<file path="src/rtl/washer_pkg.sv">
`default_nettype none
// ============================================================================
//  Module      : washer_pkg
//  Description : Shared types and constants for the washer actuator path.
//                Controller state encoding, fault codes reported back to
//                cycle_control, and the bit position of each actuator inside
//                the 4-bit command/drive vector {wash, rinse, spin, drain}.
//  Revision    : 1.0  initial release
// ============================================================================
package washer_pkg;

  typedef enum logic [1:0] {
    RUN       = 2'd0,
    DEAD      = 2'd1,
    INTERLOCK = 2'd2,
    FAULT     = 2'd3
  } state_t;

  localparam logic [1:0] FC_NONE      = 2'b00;
  localparam logic [1:0] FC_MULTI     = 2'b01;
  localparam logic [1:0] FC_INTERLOCK = 2'b10;
  localparam logic [1:0] FC_OVERFILL  = 2'b11;

  localparam int WASH  = 3;
  localparam int RINSE = 2;
  localparam int SPIN  = 1;
  localparam int DRAIN = 0;

  function automatic int max_int(input int a, input int b);
    return (a > b) ? a : b;
  endfunction

endpackage : washer_pkg
`default_nettype wire

</file>
<file path="src/rtl/cmd_onehot_check.sv">
`default_nettype none
// ============================================================================
//  Module      : cmd_onehot_check
//  Description : Combinational classifier for a 4-bit actuator command.
//  Ports       : cmd        in  4  command vector {wash, rinse, spin, drain}
//                is_zero    out 1  no bit set
//                is_onehot  out 1  exactly one bit set
//                is_multi   out 1  two or more bits set
//  Revision    : 1.0  initial release
// ============================================================================
module cmd_onehot_check (
  input  logic [3:0] cmd,
  output logic       is_zero,
  output logic       is_onehot,
  output logic       is_multi
);

  logic w_seen;
  logic w_multi;

  // A bit arriving after another bit has already been seen means multi-hot;
  // done with plain gates so no adder/popcount is needed.
  always_comb begin
    w_seen  = 1'b0;
    w_multi = 1'b0;
    for (int i = 0; i < 4; i++) begin
      w_multi = w_multi | (w_seen & cmd[i]);
      w_seen  = w_seen | cmd[i];
    end
  end

  assign is_zero   = ~w_seen;
  assign is_multi  = w_multi;
  assign is_onehot = w_seen & ~w_multi;

endmodule : cmd_onehot_check
`default_nettype wire

</file>
<file path="src/rtl/actuator_driver.sv">
`default_nettype none
// ============================================================================
//  Module      : actuator_driver
//  Description : Applies cycle_control actuator commands to the physical
//                drives with break-before-make dead-time, a drum-empty
//                interlock before spin, and rinse overfill protection.
//  Ports       : clk, rst (async, active low)
//                wash_motor_cmd / rinse_valve_cmd / spin_motor_cmd /
//                drain_valve_cmd   in   commands from cycle_control
//                water_sensor      in   8-bit unsigned water level
//                fault_clr         in   fault clear request (level)
//                *_drv             out  registered actuator drives
//                cmd_ack           out  one-cycle pulse when command applied
//                busy              out  dead-time or interlock in progress
//                fault, fault_code out  sticky fault flag and its cause
//  Revision    : 1.0  initial release
// ============================================================================
module actuator_driver
  import washer_pkg::*;
#(
  parameter int         DEAD_CYCLES       = 4,
  parameter int         INTERLOCK_TIMEOUT = 16,
  parameter logic [7:0] EMPTY_LEVEL       = 8'd20,
  parameter logic [7:0] OVERFILL_LEVEL    = 8'd230
) (
  input  logic       clk,
  input  logic       rst,
  input  logic       wash_motor_cmd,
  input  logic       rinse_valve_cmd,
  input  logic       spin_motor_cmd,
  input  logic       drain_valve_cmd,
  input  logic [7:0] water_sensor,
  input  logic       fault_clr,
  output logic       wash_motor_drv,
  output logic       rinse_valve_drv,
  output logic       spin_motor_drv,
  output logic       drain_valve_drv,
  output logic       cmd_ack,
  output logic       busy,
  output logic       fault,
  output logic [1:0] fault_code
);

  localparam int               CNT_W     = $clog2(max_int(DEAD_CYCLES, INTERLOCK_TIMEOUT)) + 1;
  localparam logic [CNT_W-1:0] DEAD_LOAD = CNT_W'(DEAD_CYCLES - 1);
  localparam logic [CNT_W-1:0] ILK_LOAD  = CNT_W'(INTERLOCK_TIMEOUT - 1);
  localparam logic [3:0]       SPIN_VEC  = 4'b0010;

  logic [3:0] w_cmd;
  logic       w_zero;
  logic       w_onehot;
  logic       w_multi;

  state_t           r_state,  w_state_nxt;
  logic [3:0]       r_active, w_active_nxt;
  logic [3:0]       r_target, w_target_nxt;
  logic [CNT_W-1:0] r_cnt,    w_cnt_nxt, w_cnt_dec;
  logic [3:0]       r_drv,    w_drv_nxt;
  logic             r_ack,    w_ack_nxt;
  logic [1:0]       r_code,   w_code_nxt;

  assign w_cmd = {wash_motor_cmd, rinse_valve_cmd, spin_motor_cmd, drain_valve_cmd};

  cmd_onehot_check u_check (
    .cmd       (w_cmd),
    .is_zero   (w_zero),
    .is_onehot (w_onehot),
    .is_multi  (w_multi)
  );

  assign w_cnt_dec = (r_cnt == '0) ? '0 : r_cnt - CNT_W'(1);

  always_ff @(posedge clk or negedge rst) begin
    if (!rst) begin
      r_state  <= RUN;
      r_active <= 4'b0000;
      r_target <= 4'b0000;
      r_cnt    <= '0;
      r_drv    <= 4'b0000;
      r_ack    <= 1'b0;
      r_code   <= FC_NONE;
    end else begin
      r_state  <= w_state_nxt;
      r_active <= w_active_nxt;
      r_target <= w_target_nxt;
      r_cnt    <= w_cnt_nxt;
      r_drv    <= w_drv_nxt;
      r_ack    <= w_ack_nxt;
      r_code   <= w_code_nxt;
    end
  end

  // Drives are only ever loaded from r_active/r_target, which only ever hold
  // zero or a legal one-hot value, so at most one drive can be high.
  always_comb begin
    w_state_nxt  = r_state;
    w_active_nxt = r_active;
    w_target_nxt = r_target;
    w_cnt_nxt    = r_cnt;
    w_drv_nxt    = 4'b0000;
    w_ack_nxt    = 1'b0;
    w_code_nxt   = r_code;

    case (r_state)
      RUN: begin
        if (w_multi) begin
          w_state_nxt  = FAULT;
          w_code_nxt   = FC_MULTI;
          w_active_nxt = 4'b0000;
        end else if (r_active[RINSE] && (water_sensor >= OVERFILL_LEVEL)) begin
          w_state_nxt  = FAULT;
          w_code_nxt   = FC_OVERFILL;
          w_active_nxt = 4'b0000;
        end else if (w_cmd != r_active) begin
          // Break first: everything off, then count out the dead-time.
          w_state_nxt  = DEAD;
          w_target_nxt = w_cmd;
          w_cnt_nxt    = DEAD_LOAD;
          w_active_nxt = 4'b0000;
        end else begin
          w_drv_nxt = r_active;
        end
      end

      DEAD: begin
        if (w_multi) begin
          w_state_nxt = FAULT;
          w_code_nxt  = FC_MULTI;
        end else if (w_cmd != r_target) begin
          w_target_nxt = w_cmd;
          w_cnt_nxt    = DEAD_LOAD;
        end else if (r_cnt == '0) begin
          if (r_target == 4'b0000) begin
            w_state_nxt  = RUN;
            w_active_nxt = 4'b0000;
            w_ack_nxt    = 1'b1;
          end else if (r_target[SPIN] && (water_sensor > EMPTY_LEVEL)) begin
            w_state_nxt = INTERLOCK;
            w_cnt_nxt   = ILK_LOAD;
          end else begin
            w_state_nxt  = RUN;
            w_active_nxt = r_target;
            w_drv_nxt    = r_target;
            w_ack_nxt    = 1'b1;
          end
        end else begin
          w_cnt_nxt = w_cnt_dec;
        end
      end

      INTERLOCK: begin
        // A withdrawn spin request is honoured before the empty check so a
        // drum that empties in the same cycle never spins against the new cmd.
        if (w_multi) begin
          w_state_nxt = FAULT;
          w_code_nxt  = FC_MULTI;
        end else if (!(w_onehot && w_cmd[SPIN])) begin
          w_state_nxt  = DEAD;
          w_target_nxt = w_cmd;
          w_cnt_nxt    = DEAD_LOAD;
        end else if (water_sensor <= EMPTY_LEVEL) begin
          w_state_nxt  = RUN;
          w_active_nxt = SPIN_VEC;
          w_drv_nxt    = SPIN_VEC;
          w_ack_nxt    = 1'b1;
        end else if (r_cnt == '0) begin
          w_state_nxt = FAULT;
          w_code_nxt  = FC_INTERLOCK;
        end else begin
          w_cnt_nxt = w_cnt_dec;
        end
      end

      FAULT: begin
        if (fault_clr && w_zero) begin
          w_state_nxt  = RUN;
          w_active_nxt = 4'b0000;
          w_code_nxt   = FC_NONE;
        end
      end

      default: begin
        w_state_nxt  = FAULT;
        w_active_nxt = 4'b0000;
      end
    endcase
  end

  assign wash_motor_drv  = r_drv[WASH];
  assign rinse_valve_drv = r_drv[RINSE];
  assign spin_motor_drv  = r_drv[SPIN];
  assign drain_valve_drv = r_drv[DRAIN];
  assign cmd_ack         = r_ack;
  assign busy            = (r_state == DEAD) || (r_state == INTERLOCK);
  assign fault           = (r_state == FAULT);
  assign fault_code      = r_code;

endmodule : actuator_driver
`default_nettype wire

</file>
<file path="config.mk">
export PLATFORM = sky130hd
export DESIGN_NAME = actuator_driver
export DESIGN_NICKNAME = d
export VERILOG_FILES = /design/src/rtl/washer_pkg.sv /design/src/rtl/cmd_onehot_check.sv /design/src/rtl/actuator_driver.sv
export SDC_FILE = /design/constraint.sdc
export NUM_CORES = 1
export LEC_CHECK = 0
export CAP_MARGIN = 20
export CORE_MARGIN = 2
export CORE_UTILIZATION = 25
export CTS_CLUSTER_SIZE = 28
export DETAILED_ROUTE_END_ITERATION = 10
export SLEW_MARGIN = 15
export SYNTH_ARGS = -nofsm -noshare
export SYNTH_HDL_FRONTEND = slang
export SYNTH_SLANG_ARGS = --single-unit
</file>
<file path="constraint.sdc">
create_clock -name clk -period 2 [get_ports clk]
set_input_delay 0.4 -clock clk [delete_from_list [all_inputs] [get_ports clk]]
set_output_delay 0.4 -clock clk [all_outputs]
set_load 0.1 [all_outputs]
</file>
==> impl_metrics.toml, run 1 <==
[setup_path]
reg2reg_slack_ps = -20
critPathMaxFanout = 6
critical_path_arrival_ps = 2210
critical_path.reg2reg.endpoint = "r_active[3]"
crit_path_max_incr_delay_ps = 410
critical_path.cell_chain = "clkdlybuf4s15_1 -> a211oi_2 -> nor3_4 -> buf_4 -> nand2_1 -> nand4_2 -> or3_4 -> a22o_1"
critical_path.startpoint = "rinse_valve_cmd"
timing.reg2reg.worst_path_depth = 6
crit-reg2reg-launch = "r_target[3]"
worst-endpoint-required_ps = 2160
critPathKind = "in2reg"
critPathCaptureType = "register"
critical_path.slowest_cell = "or3_4"
worst_setup_path_endpoint = "r_active[3]"
critPathLaunchType = "input pin"

[yosys]
synth_cell_type_count = 50
async_reset_ff_frac = 1.00
synth_edf_count = 0
synth_commonest_cells = "dfrtp_1 (22), nor2_1 (17)"
netlist_top_cells_area = "dfrtp_1 (35%), ha_1 (5.6%), mux2_2 (4.3%), nor2_1 (4.1%), xnor2_1 (2.8%)"
share_of_synthesized_area_occupied_by_flip_flops_and_latches = 0.352
synthesis.yosys.warnings = 0
syn-mean-instance-area_um2 = 9.84
yosys.area.top_type_share = 0.352
synth_compound_area_frac = 0.218
mappedNetlistArea_um2 = 1560
share_of_synthesized_area_spent_on_multiplexers = 0.0688
yosys.area_share.adder = 0.0560
synth.largest_area_cell = "dfrtp_1"
synth_top_family_by_area = "compound AO/OA/AOI/OAI gates"
ys.flop_type = "dfrtp_1"
yosys.area_share.simple = 0.213
synth.most_common_cell = "dfrtp_1"
postSynthNetCount = 181
ys_seq_elements = 22
post_synth_xor_area_fraction = 0.0552
syn-instance-count = 159

[clock_network]
tritoncts = "done"
htree_num_levels = 1
cts.sink_count = 22
cts-buffers-inserted = 3
cts-root-to-sink-buffers = 2
clockRootBuffer = "clkbuf_8"
cts_hold_buffers = 0
clk-insertion-delay-late_ps = 270
clock_transition_at_the_registers_of_the_reported_paths_ps = 90

[power_and_ir_drop]
net-switching-power_uw = 1720
power_per_cell_area_nw_per_um2 = 1570
intPower_uw = 2090
power_frac_comb = 0.692
power_leakage_uw = 0.00108
worst_ir_drop_on_vdd_mv = 1.35
power_switching_share = 0.452
clk_network_pwr_share = 0.114
sequentialPowerShare = 0.194

[routing]
routed_wl_mm = 4.51
route.detailed.drc = 0
detail_route.iter0.violations = 127
drt.antenna.violating_nets = 0
dr.pass1.iters = 4
vias = 1475
viasPerCell = 4.80
post_drt_wl_per_cell_um = 14.7

[floorplanning]
die_w_um = 83.1
fp-row-count = 28
chip_height_um = 83.1
initial_utilization = 0.261
io_pins = 24
design.core.area_um2 = 5990
die_area_um2 = 6900

[sta]
finalMaxSlewViolations = 0
clock.fmax_mhz = 488
finalWorstPathRequiredPeriod_ps = 2050
setup_viol_count_final = 4
grt_setup_unrepaired = "yes"
hold_violations = 0
timing.final.ws_setup_ps = -48.2
worst_clock_skew_ps = 1.16
tightest_slew_ps = 412
final.period_utilization = 1.02
relSlewSlack = 0.726

[grt]
grt.total_usage = 0.135
grt_pass1_wl_mm = 7.53
grt_antenna_before_repair = 0
first_global_vias = 1542
grt_remaining_overflow = 0
grt_max_degree = 23

[status]
violations_in_the_final_reports = "setup timing"
run_status = "finished with violations"

[final_layout]
filler_cell_count = 589
finalCoreUtilization = 0.406
drive_gt1_frac = 0.487
antenna_cells = 0
net_count_of_the_finished_layout = 255
area_delta_synth_final_pct = 55.5

[run]
maxCapViolCount = 0

[worst_hold_path]
timing.hold.worst.class = "in2async"

[placed_design]
hpwl_mm = 3.40
io_buffer_count = 23
gpl.final_weighted_congestion = 0.900
post-place-ws_ps = -657
layer usage:
metal | routed length (µm) | track usage | vias to the layer above
met5 | 0 | 0 | -
met4 | 25 | 0.0224 | 0
met3 | 159 | 0.0298 | 2
met2 | 2220 | 0.230 | 29
met1 | 2100 | 0.178 | 710
li1 | - | - | 734
area by class of cell:
type / instances / area (µm²) / area share
Clock buffer: 3 / 41.3 / 0.0170
Clock inverter: 1 / 30.0 / 0.0123
Inverter: 7 / 28.8 / 0.0118
Multi-Input combinational cell: 124 / 1060 / 0.436
Sequential cell: 22 / 552 / 0.227
Tap cell: 75 / 93.8 / 0.0386
Timing Repair Buffer: 75 / 626 / 0.257
power groups by stage:
| stage | clock [µW] | combinational [µW] | sequential, µW |
|---|---|---|---|
| floorplan | 0 | 1430 | 887 |
| global placement | 0 | 2440 | 739 |
| detailed placement | 0 | 2460 | 738 |
| CTS | 441 | 2560 | 737 |
| global route | 463 | 2830 | 759 |
| finish | 434 | 2640 | 738 |
placed cells by master (no fill, tap or decap), types with 3 or more instances in the layout:
| cell | instances |
|---|---|
| clkdlybuf4s15_1 | 3 |
| a22o_1 | 3 |
| ha_1 | 3 |
| inv_2 | 4 |
| mux2_2 | 6 |
| nand3_1 | 6 |
| xnor2_1 | 5 |
| nor3_1 | 3 |
| mux2i_1 | 4 |
| dfrtp_1 | 21 |
| xor2_2 | 3 |
| dlygate4sd2_1 | 4 |
| a21oi_1 | 5 |
| clkbuf_8 | 3 |
| nand2_1 | 5 |
| ha_2 | 3 |
| a21o_1 | 3 |
| nor2_1 | 15 |
| o21ai_0 | 5 |
| buf_6 | 3 |
| nand2b_1 | 3 |
| buf_4 | 56 |
| a22oi_1 | 3 |
kinds of logic (layout without fill, tap and decap cells):
kind of cell / Yosys count / count (layout)
xor gates and xnor gates: 9 / 9
DFF: 22 / 22
and+or+nand+nor: 55 / 55
adders and majority gates: 7 / 7
buffers and inverters: 13 / 86
muxes: 10 / 10
AOI/OAI and AO/OA: 43 / 43
worst min path at each step:
stage / from / to / cells after the start
2_1_floorplan: rst / cmd_ack / 0
3_5_place_dp: fault_code[1] / fault_code[1] / 1
3_3_place_gp: fault_code[1] / fault_code[1] / 1
4_1_cts: rst / r_cnt[4] / 2
6_report: rst / r_cnt[3] / 2
5_1_grt: rst / r_target[2] / 2
worst max-delay path: cells and delay by family:
family,cells,cell delay [ps]
buffers and inverters,2,480
AO/OA/AOI/OAI,2,590
AND/OR/NAND/NOR,4,730
state kept, by name, summed over array words and instances (netlist names):
register    count
fault_code      2
cmd_ack         1
r_active        4
r_drv           4
r_state         2
r_cnt           5
r_target        4
repair_timing:
action                                  4_1_cts  5_1_grt
endpoints found under the setup margin       22       21
pin swaps                                    13        8
setup buffers                                 5        4
resized for setup                            30       16
through the flow:
step	cells	total power [µW]	cell area (µm²)	setup TNS, ps	hold slack [ps]
floorplan	159	2320	1600	-52.7	104
global placement	294	3180	2220	-10720	502
detailed placement	294	3200	2220	-11720	500
CTS	303	3740	2380	-66.2	485
global route	307	4050	2430	-828	510
finish	307	3810	2430	-112	466
(Power assumes the default switching activity.)
==> run 2: changes to the inputs <==
- GPL_ROUTABILITY_DRIVEN: unset -> 0
==> results of run 2 <==
The final DEF is identical to that of run 1; final timing and power are the same.
==> run 3: changes to the inputs <==
- REMOVE_ABC_BUFFERS: unset -> 1
==> run 3 against run 2 <==
The run now ends clean; clock skew grew 5.9 ps; flip-flop and latch count is the same; maximum frequency grew 4.1%; critical path depth shrank 2; die area is the same; worst setup slack gained 81 ps; combinational power grew 5%; total power grew 3.7%; utilization grew 1.4 points; largest power group unchanged; highest routed layer unchanged.
==> impl_metrics.toml, run 3 (synthesized netlist as in run 1, its figures left out) <==
[status]
run_status = "finished clean"

[final_layout]
net_count_of_the_finished_layout = 265
postLayoutCellArea_um2 = 2520
drive_gt1_frac = 0.504
layout.cells.most_common_list = "buf_4 (66), dfrtp_1 (22), nor2_1 (15)"
finalNonFillerCells = 317
antenna_cells = 0
largest_reg_flops = 5
layout_commonest_cell = "buf_4"
largest-register = "r_cnt"
area_delta_synth_final_pct = 61.0

[clock_network]
cts-buffers-inserted = 3
tritoncts = "done"
cts-root-to-sink-buffers = 2
cts.sink_count = 22
clock_transition_at_the_registers_of_the_reported_paths_ps = 90
clk-insertion-delay-late_ps = 280
htree_num_levels = 1
clockRootBuffer = "clkbuf_8"

[setup_path]
reg2reg_slack_ps = 70
critPathLaunchType = "register"
critPathMaxFanout = 3
critical_path.reg2reg.endpoint = "fault_code[1]"
crit-reg2reg-launch = "r_cnt[0]"
critical_path_arrival_ps = 1570
worst-endpoint-required_ps = 1600
critPathKind = "reg2out"
timing.reg2reg.worst_path_depth = 8
critPathCaptureType = "primary output"

[sta]
finalWorstPathRequiredPeriod_ps = 1970
fin_hold_ws_ps = 459
finalMaxSlewViolations = 0
relSlewSlack = 0.776
clock.fmax_mhz = 508
setup_viol_count_final = 0
grt_setup_unrepaired = "yes"
final.period_utilization = 0.983
hold_violations = 0
tightest_slew_ps = 336
worst_clock_skew_ps = 7.08

[routing]
route.detailed.drc = 0
detail_route.iter0.violations = 71
viasPerCell = 4.82
routed_wl_mm = 4.62
dr.pass1.iters = 4
vias = 1529
post_drt_wl_per_cell_um = 14.6
drt.antenna.violating_nets = 0

[placed_design]
dpl_cell_area_um2 = 2240
placed_cells = 302
hpwl_mm = 3.51
io_buffer_count = 23

[floorplanning]
chip_height_um = 83.1
die_area_um2 = 6900
die_w_um = 83.1
io_pins = 24
initial_utilization = 0.261
design.core.area_um2 = 5990
fp-row-count = 28

[grt]
grt_antenna_before_repair = 0
grt_pass1_wl_mm = 7.94
first_global_vias = 1633
grt.total_usage = 0.138
grt_remaining_overflow = 0
grt_max_degree = 23

[run]
maxCapViolCount = 0

[power_and_ir_drop]
clk_network_pwr_share = 0.110
power_frac_comb = 0.705
worst_ir_drop_on_vdd_mv = 0.838
power_per_cell_area_nw_per_um2 = 1570
sequentialPowerShare = 0.185
net-switching-power_uw = 1780
power_switching_share = 0.451
intPower_uw = 2170
power_leakage_uw = 0.00113

[worst_hold_path]
timing.hold.worst.class = "in2async"
## run 3: cell types whose count changed in the layout (fill, tap and decap cells not counted), sizes merged
cell           delta
buf              +10
clkbuf            +4
clkdlybuf4s15     -4
clkdlybuf4s50     +1
dlygate4sd2       -1
## run 3: how the worst max path moves through the flow
stage | startpoint | endpoint | slack, ps | cells past startpoint
floorplan | r_state[1] | r_cnt[3] | -740 | 8
global placement | spin_motor_cmd | r_drv[2] | -590 | 9
detailed placement | rinse_valve_cmd | r_active[2] | -630 | 8
CTS | water_sensor[1] | r_active[3] | 6 | 7
global route | water_sensor[2] | r_cnt[3] | -40 | 7
finish | r_state[0] | fault | 30 | 6
## run 3: through the flow
step / setup slack [ps] / util / TNS (ps) / power (µW)
floorplan: -739 / - / -5320 / 2190
global placement: -593 / 0.374 / -11480 / 3140
detailed placement: -628 / 0.374 / -12080 / 3170
CTS: 5.75 / 0.402 / 0 / 3720
global route: -44.7 / 0.420 / -90.9 / 4200
finish: 33.1 / 0.420 / 0 / 3950
## run 3: cell type report
cell class                 count  area, µm²
tap                           75       93.8
multi-input combinational    124       1100
timing repair buffer          85        681
clock inverter                 1       30.0
sequential                    22        551
clock buffer                   3       41.3
fill                         578       3470
inverter                       7       26.3
## run 3: worst max-delay path, cell delays in order (launching register included)
cell and delay (ps):
dfrtp_1 410, buf_4 140, buf_4 120, buf_4 130, ha_2 180, buf_4 150, buf_12 160
## run 3: layer usage
| layer | GRT usage | part of all wire |
|---|---|---|
| met5 | 0 | 0 |
| met4 | 0.0328 | 0.016 |
| met3 | 0.0298 | 0.042 |
| met2 | 0.224 | 0.47 |
| met1 | 0.189 | 0.47 |
## run 3: power by group through the flow
stage	combinational, µW	sequential (µW)	clock [µW]
after floorplan	1310	879	0
after global placement	2420	727	0
after detailed placement	2440	728	0
after CTS	2550	725	446
after global routing	2990	748	465
final	2780	729	436
## run 3: what timing repair did
| item | in CTS | in global routing |
|---|---|---|
| pin swaps | 8 | 13 |
| hold endpoints to repair | 0 | 0 |
| buffers inserted | 6 | 5 |
| hold buffers | 0 | 0 |
| setup endpoints to repair | 22 | 20 |
| resized for setup | 26 | 35 |
==> RTL edit 1 (flow settings as in run 2) <==
Re-encode `state_t` (4 states) as one-hot, 4 bits wide.
--- a/src/rtl/washer_pkg.sv
+++ b/src/rtl/washer_pkg.sv
@@ -11,7 +11,7 @@
 
-  typedef enum logic [1:0] {
-    RUN       = 2'd0,
-    DEAD      = 2'd1,
-    INTERLOCK = 2'd2,
-    FAULT     = 2'd3
+  typedef enum logic [3:0] {
+    RUN       = 4'b0001,
+    DEAD      = 4'b0010,
+    INTERLOCK = 4'b0100,
+    FAULT     = 4'b1000
   } state_t;
Behaviour: same outputs for any inputs over 10 cycles, from zero or initial values and one cycle with rst low; not proved beyond that.
==> RTL edit 1 against run 2 <==
- final area is 1.2% lower
- routed wire length is 9.7% lower
- area after synthesis is 2.2% higher
- core utilization is 2.3 points lower
- cell count is 0.33% lower
- sequential cell count is 2 higher
- maximum frequency is 5.9% higher
- setup slack better by 0.11 ns
- highest routed layer unchanged
Power is left out: it rests on default switching activity, and per cell area and clock period it moved more than threefold.
==> RTL edit 1: results (changes against run 2) <==
synthesized area per cell - 9.86 µm² (was 9.84 µm²)
wire per inst - 13.3 µm (was 14.7 µm)
post-CTS setup buffers - 3 (was 5)
flop2flop setup slack - 0.08 ns (was -0.02 ns)
vias in the first global route - 1,482 (was 1,542)
routed wl met3 - 116 µm (was 159 µm)
multi-input combinational area share - 42.1% (was 43.6%)
cts repair resizes - 9 (was 30)
GR Util met2 - 20.7% (was 23.0%)
Setup Skew - 0.00783 ns (was 0.00116 ns)
multiplexer share of the synthesized area - 3.52% (was 6.88%)
compound-gate portion of the synthesized area - 23.6% (was 21.8%)
synth top area cells - dfrtp_1, xor2_1, a21o_1 (was dfrtp_1, ha_1, mux2_2)
clock sinks - 24 (was 22)
hold slack - 0.481 ns (was 0.466 ns)
Tot GR Track Use - 11.8% (was 13.5%)
crit path DAT - 2.10 ns (was 2.21 ns)
metal2 WL - 2110 µm (was 2220 µm)
final-layout clock-cell area share - 2.97% (was 2.93%)
Non-Filler Instances - 306 (was 307)
Fillers - 628 (was 589)
pin count of the biggest net entering global routing - 25 (was 23)
Synth Net Count - 179 (was 181)
first-pass GRT wire length - 6800 µm (was 7530 µm)
M1 WL - 1800 µm (was 2100 µm)
dpl hpwl - 3200 µm (was 3400 µm)
r2r startpoint - r_state[1]$_DFFE_PN0P_ (was r_target[3]$_DFFE_PN0P_)
status - finished, final reports clean (was finished with violations)
layout cells sized above 1 - 42.4% (was 48.7%)
Final nets - 247 (was 255)
dpl ws - -0.502 ns (was -0.657 ns)
Crit Path Max Fanout - 8 (was 6)
Placed Area - 2230 µm² (was 2220 µm²)
met1 Track Usage GR - 15.2% (was 17.8%)
synthesized cell area - 1600 µm² (was 1560 µm²)
[RTL edit 1: worst reg2reg max path, stage by stage (launching register included)]
cell and delay (ns):
dfrtp_1 0.41, or4b_4 0.57, or2_4 0.30, a21oi_4 0.15, nor4b_4 0.06, buf_6 0.14, o22a_1 0.19
[RTL edit 1: worst max-delay path by stage]
stage,cells after the start,slack (ns),start,endpoint
finish,7,0.07,wash_motor_cmd,r_cnt[3]$_DFFE_PN0P_
global route,8,-0.02,r_state[2]$_DFFE_PN0P_,r_cnt[0]$_DFFE_PN0P_
CTS,6,0.02,r_state[3]$_DFFE_PN0P_,fault_code[1]$_DFFE_PN0P_
detailed placement,8,-0.50,drain_valve_cmd,fault_code[1]$_DFFE_PN0P_
global placement,8,-0.50,drain_valve_cmd,fault_code[1]$_DFFE_PN0P_
floorplan,7,-0.48,r_state[2]$_DFFE_PN0P_,r_cnt[0]$_DFFE_PN0P_
==> RTL edit 2 (settings of run 2) <==
Made on the original files. Set the parameter `EMPTY_LEVEL` to 8'd10 (it was 8'd20).
--- a/src/rtl/actuator_driver.sv
+++ b/src/rtl/actuator_driver.sv
@@ -22,3 +22,3 @@
   parameter int         INTERLOCK_TIMEOUT = 16,
-  parameter logic [7:0] EMPTY_LEVEL       = 8'd20,
+  parameter logic [7:0] EMPTY_LEVEL       = 8'd10,
   parameter logic [7:0] OVERFILL_LEVEL    = 8'd230
Formal check against the unedited RTL: not equivalent (a bounded check fails within 10 cycles, from zero or initial values and one cycle with rst low).
==> RTL edit 2 against run 2 <==
- the flow still finishes with violations (setup timing)
- area after synthesis down 0.56%
- total power up 6.6%
- setup slack worse by 0.29 ns
- sequential cell count did not move
- routed wire length is 21% higher
- cell count grew 12%
- final area grew 20%
- largest power group unchanged
- highest routed layer unchanged
==> RTL edit 2: results (changes against run 2) <==
status - finished with violations (unchanged)
failing checks - setup timing (unchanged)
# H-tree levels - 1 (unchanged)
Fin. Hold Viols - 0 (unchanged)
Final nets - 290 (was 255)
Synth Net Count - 184 (was 181)
dpl ws - -0.815 ns (was -0.657 ns)
Port Buffers - 23 (unchanged)
xor and xnor area share after synthesis - 4.51% (was 5.52%)
crit path DAT - 2.50 ns (was 2.21 ns)
Top FF cell, synth - dfrtp_1 (unchanged)
diodes inserted - 0 (unchanged)
Crit Path Max Fanout - 4 (was 6)
post-route setup slack - -0.337 ns (was -0.0482 ns)
Clk pin slew, worst setup/hold paths - 0.09 ns (about the same)
first-pass GRT wire length - 8510 µm (was 7530 µm)
Worst-Margin Slew - 0.347 ns (was 0.412 ns)
multiplexer share of the synthesized area - 6.44% (was 6.88%)
synth top area cells - dfrtp_1, mux2_2, ha_1 (was dfrtp_1, ha_1, mux2_2)
VDD IR max - 0.00107 V (was 0.00135 V)
Synth Warn # - 0 (unchanged)
Hold Path Class - in -> async (unchanged)
CP top delay family - compound AO/OA/AOI/OAI gates (was simple AND/OR/NAND/NOR gates)
layout cells sized above 1 - 61.6% (was 48.7%)
Iter 0 DRT Violations - 81 (was 127)
Largest Register - r_cnt (unchanged)
sequential-to-total area share from yosys stat - 35.4% (was 35.2%)
Num CTS Buffers - 3 (unchanged)
Placed Cells - 325 (was 294)
Clk Latency, worst-skew pair - 0.28 ns
Tot GR Track Use - 15.0% (was 13.5%)
Util after Layout - 48.9% (was 40.6%)
first drt pass iteration count - 4 (unchanged)
Leakage - 1.29 nW (was 1.08 nW)
Crit-path slowest cell - or4_4 (was or3_4)
dpl hpwl - 3970 µm (was 3400 µm)
top-area cell type share of the netlist area - 35.4% (was 35.2%)
wire per inst - 15.9 µm (was 14.7 µm)
root buf cell - clkbuf_8 (unchanged)
max reg flops - 5 (unchanged)
synthesized area per cell - 9.54 µm² (was 9.84 µm²)
Non-Filler Instances - 343 (was 307)
final setup vio count - 18 (was 4)
Placed Area - 2440 µm² (was 2220 µm²)
Setup TNS - -2.40 ns (was -0.112 ns)
Post-synth top cells - dfrtp_1, nor2_1, a21oi_1 (was dfrtp_1, nor2_1)
Fillers - 556 (was 589)
Synth async-reset ratio - 100% (unchanged)
max incr delay on CP - 0.46 ns (was 0.41 ns)
Synth Area in Adders - 4.83% (was 5.60%)
vias in the first global route - 1,791 (was 1,542)
Distinct cells, synth - 46 (was 50)
Setup Skew - 0.00550 ns (was 0.00116 ns)
antenna violations before repair - 0 (unchanged)
vias per cell - 5.00 (was 4.80)
clk buf depth - 2 (unchanged)
compound-gate portion of the synthesized area - 26.9% (was 21.8%)
[RTL edit 2: timing repair]
| item | in CTS | in global routing |
|---|---|---|
| endpoints found under the setup margin | 20 | 22 |
| gates resized for setup | 13 | 66 |
| cloned | 0 | 0 |
| buffers inserted | 4 | 11 |
| pin swaps | 11 | 25 |
[RTL edit 2: area by class of cell]
type / instances / area (µm²) / share of cell area [%]
clock buffer: 4 / 55.1 / 1.89
multi-input combinational: 125 / 1290 / 44.2
inverter: 8 / 33.8 / 1.16
tap: 75 / 93.8 / 3.22
sequential: 22 / 551 / 18.9
timing repair buffer: 109 / 891 / 30.6
[RTL edit 2: final timing paths]
check	from	cells after the start	slack, ns	to
min	rst	2	0.48	r_cnt[2]$_DFFE_PN0P_
max reg2reg	r_cnt[0]$_DFFE_PN0P_	6	-0.33	r_active[3]$_DFFE_PN0P_
min in group clk	fault_code[0]$_DFFE_PN0P_	1	0.52	fault_code[0]$_DFFE_PN0P_
max	water_sensor[6]	6	-0.34	r_active[3]$_DFFE_PN0P_
min reg2reg	fault_code[0]$_DFFE_PN0P_	1	0.52	fault_code[0]$_DFFE_PN0P_
max in group asynchronous	rst	2	1.28	fault_code[1]$_DFFE_PN0P_
[RTL edit 2: layer usage]
metal / up-vias / routed length (µm) / track usage, %
met2: 32 / 2850 / 26.3
met5: - / 0 / 0
met4: 0 / 132 / 6.41
met1: 827 / 2320 / 18.4
li1: 845 / - / -
met3: 11 / 153 / 2.09
[RTL edit 2: power breakdown]
| group | switching, W | leakage (nW) | internal (W) | total [W] |
|---|---|---|---|---|
| Clock | 0.000162 | 0.0288 | 0.000176 | 0.000339 |
| Sequential | 0.0000935 | 0.283 | 0.000562 | 0.000656 |
| Combinational | 0.00158 | 0.981 | 0.00149 | 0.00306 |
| Total | 0.00183 | 1.29 | 0.00223 | 0.00406 |
